File: src/rtl/axi_ddr3_rdarb.sv
// axi_ddr3_rdarb: round-robin merge of two AXI4 read masters onto one controller read port
module axi_ddr3_rdarb #(
    parameter int ADDRS       = 29,
    parameter int WIDTH       = 32,
    parameter int ID_WIDTH    = 4,
    parameter int ORDER_DEPTH = 4
) (
    input  logic                clock,
    input  logic                reset_n,
    input  logic                s0_arvalid_i,
    output logic                s0_arready_o,
    input  logic [ADDRS-1:0]    s0_araddr_i,
    input  logic [ID_WIDTH-1:0] s0_arid_i,
    input  logic [7:0]          s0_arlen_i,
    input  logic [1:0]          s0_arburst_i,
    output logic                s0_rvalid_o,
    input  logic                s0_rready_i,
    output logic                s0_rlast_o,
    output logic [1:0]          s0_rresp_o,
    output logic [ID_WIDTH-1:0] s0_rid_o,
    output logic [WIDTH-1:0]    s0_rdata_o,
    input  logic                s1_arvalid_i,
    output logic                s1_arready_o,
    input  logic [ADDRS-1:0]    s1_araddr_i,
    input  logic [ID_WIDTH-1:0] s1_arid_i,
    input  logic [7:0]          s1_arlen_i,
    input  logic [1:0]          s1_arburst_i,
    output logic                s1_rvalid_o,
    input  logic                s1_rready_i,
    output logic                s1_rlast_o,
    output logic [1:0]          s1_rresp_o,
    output logic [ID_WIDTH-1:0] s1_rid_o,
    output logic [WIDTH-1:0]    s1_rdata_o,
    output logic                m_arvalid_o,
    input  logic                m_arready_i,
    output logic [ADDRS-1:0]    m_araddr_o,
    output logic [ID_WIDTH-1:0] m_arid_o,
    output logic [7:0]          m_arlen_o,
    output logic [1:0]          m_arburst_o,
    input  logic                m_rvalid_i,
    output logic                m_rready_o,
    input  logic                m_rlast_i,
    input  logic [1:0]          m_rresp_i,
    input  logic [ID_WIDTH-1:0] m_rid_i,
    input  logic [WIDTH-1:0]    m_rdata_i
);
    localparam int PW = $clog2(ORDER_DEPTH);
    typedef enum logic {IDLE, HOLD} state_t;
    state_t                 r_state;
    logic                   r_rr;
    logic [ORDER_DEPTH-1:0] r_fifo;
    logic [PW:0]            r_wptr, r_rptr;
    logic [ADDRS-1:0]       r_araddr;
    logic [ID_WIDTH-1:0]    r_arid;
    logic [7:0]             r_arlen;
    logic [1:0]             r_arburst;
    logic w_empty, w_full, w_acc, w_win0, w_win1, w_push, w_pop, w_head, w_sel0, w_sel1;
    assign w_empty = r_wptr == r_rptr;
    assign w_full  = (r_wptr[PW] != r_rptr[PW]) && (r_wptr[PW-1:0] == r_rptr[PW-1:0]);
    // FIFO slot is reserved at accept time, so a burst still sitting in OREG is already counted
    assign w_acc   = reset_n && !w_full && (r_state == IDLE || m_arready_i);
    assign w_win0  = s0_arvalid_i && (!s1_arvalid_i || !r_rr);
    assign w_win1  = s1_arvalid_i && (!s0_arvalid_i || r_rr);
    assign w_push  = w_acc && (s0_arvalid_i || s1_arvalid_i);
    assign s0_arready_o = w_acc && w_win0;
    assign s1_arready_o = w_acc && w_win1;
    assign m_arvalid_o  = r_state == HOLD;
    assign m_araddr_o   = r_araddr;
    assign m_arid_o     = r_arid;
    assign m_arlen_o    = r_arlen;
    assign m_arburst_o  = r_arburst;
    assign w_head = r_fifo[r_rptr[PW-1:0]];
    assign w_sel0 = !w_empty && !w_head;
    assign w_sel1 = !w_empty && w_head;
    assign m_rready_o  = w_sel0 ? s0_rready_i : (w_sel1 && s1_rready_i);
    assign w_pop       = m_rvalid_i && m_rready_o && m_rlast_i;
    assign s0_rvalid_o = m_rvalid_i && w_sel0;
    assign s0_rlast_o  = w_sel0 && m_rlast_i;
    assign s0_rresp_o  = w_sel0 ? m_rresp_i : '0;
    assign s0_rid_o    = w_sel0 ? m_rid_i : '0;
    assign s0_rdata_o  = w_sel0 ? m_rdata_i : '0;
    assign s1_rvalid_o = m_rvalid_i && w_sel1;
    assign s1_rlast_o  = w_sel1 && m_rlast_i;
    assign s1_rresp_o  = w_sel1 ? m_rresp_i : '0;
    assign s1_rid_o    = w_sel1 ? m_rid_i : '0;
    assign s1_rdata_o  = w_sel1 ? m_rdata_i : '0;
    always_ff @(posedge clock) begin
        if (!reset_n) begin
            r_state <= IDLE;
            r_rr    <= 1'b0;
            r_wptr  <= '0;
            r_rptr  <= '0;
        end else begin
            if (w_push) begin
                r_state                  <= HOLD;
                r_rr                     <= !r_rr;
                r_fifo[r_wptr[PW-1:0]]   <= w_win1;
                r_wptr                   <= r_wptr + 1'b1;
                r_araddr                 <= w_win1 ? s1_araddr_i : s0_araddr_i;
                r_arid                   <= w_win1 ? s1_arid_i : s0_arid_i;
                r_arlen                  <= w_win1 ? s1_arlen_i : s0_arlen_i;
                r_arburst                <= w_win1 ? s1_arburst_i : s0_arburst_i;
            end else if (m_arready_i) begin
                r_state <= IDLE;
            end
            if (w_pop) r_rptr <= r_rptr + 1'b1;
        end
    end
    a_rvalid_when_empty: assert property (@(posedge clock) disable iff (!reset_n) !(m_rvalid_i && w_empty));
endmodule

File: config.mk
export PLATFORM = sky130hd
export DESIGN_NAME = axi_ddr3_rdarb
export DESIGN_NICKNAME = d
export VERILOG_FILES = /design/src/rtl/axi_ddr3_rdarb.sv
export SDC_FILE = /design/constraint.sdc
export NUM_CORES = 1
export LEC_CHECK = 0
export BUFFER_PORTS_ARGS = -buffer_cell sky130_fd_sc_hd__buf_2
export CAP_MARGIN = 20
export CORE_AREA = 3 3 99 101
export CTS_CLUSTER_SIZE = 16
export DETAILED_ROUTE_END_ITERATION = 16
export DIE_AREA = 0 0 102 104
export PLACE_DENSITY = 0.75
export SYNTH_ARGS = -nofsm -noshare
export SYNTH_HDL_FRONTEND = slang
export SYNTH_SLANG_ARGS = --single-unit
File: constraint.sdc
create_clock -name clock -period 4.9 [get_ports clock]
set_input_delay 0.98 -clock clock [delete_from_list [all_inputs] [get_ports clock]]
set_output_delay 0.98 -clock clock [all_outputs]
set_load 0.02 [all_outputs]
==> results.md <==
- Lkg Pwr: 0.00230 uW
- Slew Limit Headroom: 40.3%
- Critical path capture point type: output port
- DR iter-0 viols: 134
- Max Clock Skew: 0.00253 ns
- Synth area leader: edfxtp_1
- H-tree depth: 2
- Post_cts resized: 0
- CTS hold repair buffers: 0
- Placed Cells: 608
- Setup TNS: 0 ns
- Clock Tree Root: clkbuf_8
- R2R setup slack: 2.43 ns
- Nets: 642
- Worst reg2reg path depth: 5
- Seq/Total Area, Yosys: 52.5%
- Setup Buffers After CTS: 0
- Sw Pwr: 475 uW
- CTS buffer count: 5
- HP Class: reg -> reg
- WP data arrival: 2.07 ns
- Core Box Area: 9110 um2
- Status: finished clean
- RSZ-0062 raised after global routing: no
- Most frequent cells in the layout: buf_2 (259), and2_1 (80), edfxtp_1 (47)
- Die area: 10600 um2
- Max-cap violations: 0
- Antenna-violating nets left: 0
- Switching Share: 34.1%
- Clk pwr share: 21.0%
- Routed length per placed instance: 14.6 um
- P_int: 916 uW
- Final hold vios: 0
- Register bit total from synthesis: 55
- Commonest non-fill, non-tap cell in the layout: buf_2
- Ports: 260
- Hold_sp: r_wptr[2]$_SDFFE_PN0P_
- Clk buf depth: 2
- Crit Path Category: reg -> out
- Reg power frac: 40.9%
- Die height: 104 um
- Synth cell types: 28
- CP required: 3.92 ns
- Post-Syn Nets: 384
- Initial antenna violation count: 0
- Synth Area per Inst: 12.2 um2
- Worst-Skew Late Latency: 0.30 ns
- # clock sinks: 55
- Hold Crit Depth: 1
- Yosys warning count: 0
- DP Wirelength: 7.54 mm
- Worst-margin pin slew: 0.894 ns
- Total GRT Usage: 15.9%
- EDFF count, synth: 47
- Total power: 1390 uW
- Final Slew Violations: 0
- Endpoints failing setup: 0
- Critical Path Fanout Max: 40
- # diodes: 0
- Grt total ovfl: 0
- Avg Vias per Cell: 4.60
- TritonCTS clock tree: built
- Critical Path Source: r_rptr[0]$_SDFFE_PN0P_
- Fmax: 327 MHz
- TritonRoute pass-1 iters: 4
- Final RePlAce weighted congestion: 0.821
- Synth top area share: 47.2%
- Final Non-Filler Cells: 616
- VDD IR max: 0.193 mV
- PortBufs: 259
- Final worst-path cycle share: 62.3%
- Via count: 2835
- Row count: 35
- Share of cells above drive strength 1: 63.0%
- Power density over cell area: 307 nW/um2
- Vias in the first global route: 2749
- DR DRC count: 0
- Die width: 102 um
- Post-Syn Area: 2990 um2
- CP Launch Type: register
- Final min period: 3.05 ns
- Initial core utilization: 32.8%
- Hold_ws: 0.494 ns
- Reg-to-reg startpoint: r_rptr[0]$_SDFFE_PN0P_
- Largest net degree at the start of global routing: 45
- Ys flop type: edfxtp_1
- Syn Inst Count: 246
- Clock-pin slew on the worst setup and hold paths: 0.09 ns
- Synth-to-layout area growth: 51.7%
- Total wire length: 9.00 mm
- Global-route wire length before repair: 13.2 mm
- FFs w/ async S/R, synth: 0%
- Top cells by area, synth: edfxtp_1 (47%), and2_1 (17%), mux2_2 (16%)
- Combinational Power Share: 38.1%
routing by layer:
metal | global-route usage, % | up-vias | part of all wire, %
met4 | 6.19 | 0 | 3.0
met1 | 14.5 | 1280 | 33
met2 | 30.5 | 165 | 53
li1 | - | 1373 | -
met5 | 0 | - | 0
met3 | 5.90 | 17 | 11
cell usage after synthesis (4+ instances only):
master    number
and2_1        80
inv_1          5
edfxtp_1      47
and3_1         4
clkbuf_1       9
mux2i_1        5
ha_1           5
buf_2          4
dfxtp_1        8
nand2_1        8
mux2_2        43
nor2_1         5
final timing paths:
kind	end
setup reg to reg	m_araddr_o[7]$_DFFE_PP_
setup / recovery	s1_rdata_o[12]
hold / removal	r_wptr[2]$_SDFFE_PN0P_
hold reg to reg	r_wptr[2]$_SDFFE_PN0P_
flip-flops by register name (all words and copies together), names as in the netlist:
register,cells
m_araddr_o,29
m_arlen_o,8
m_arid_o,4
r_fifo,4
r_rptr,3
r_wptr,3
m_arburst_o,2
m_arvalid_o,1
r_rr,1
area by class of cell:
cell class,count,area [um2]
clock inverters,3,38.8
repair buffers,264,1330
well taps,111,139
multi-input cells,173,1370
inverters,5,18.8
clock buffers,5,68.8
flip-flops and latches,55,1570
fillers,831,4570
kinds of logic after synthesis:
group                      count (synthesis)  synth area share (%)
AOI/OAI and AO/OA                          9                  2.13
xor gates and xnor gates                   3                 0.878
adders and majority gates                  5                  2.09
buffers and inverters                     18                  2.43
DFF                                       55                  52.5
muxes                                     49                  18.6
and+or+nand+nor                          107                  21.3
per-stage QoR:
stage          area (um2)  util, %  setup WS, ns
3_5_place_dp         4430     48.6          1.87
6_report             4540     49.8          1.85
3_3_place_gp         4430     48.6          1.94
4_1_cts              4540     49.8          1.81
5_1_grt              4540     49.8          1.68
2_1_floorplan        2990        -          1.18
power by group through the flow:
stage,logic [uW],registers [uW],clock network (uW)
2_1_floorplan,298,615,0
3_3_place_gp,528,579,0
3_5_place_dp,535,580,0
4_1_cts,537,570,303
5_1_grt,576,573,321
6_report,530,569,292
worst max-delay path, cell delays in order, from the launching register on:
cell     delay, ns
dfxtp_1       0.46
mux4_2        0.57
nor2b_1       0.15
buf_4         0.23
and2_1        0.18
buf_2         0.17
Power figures use the tool's default switching activity.
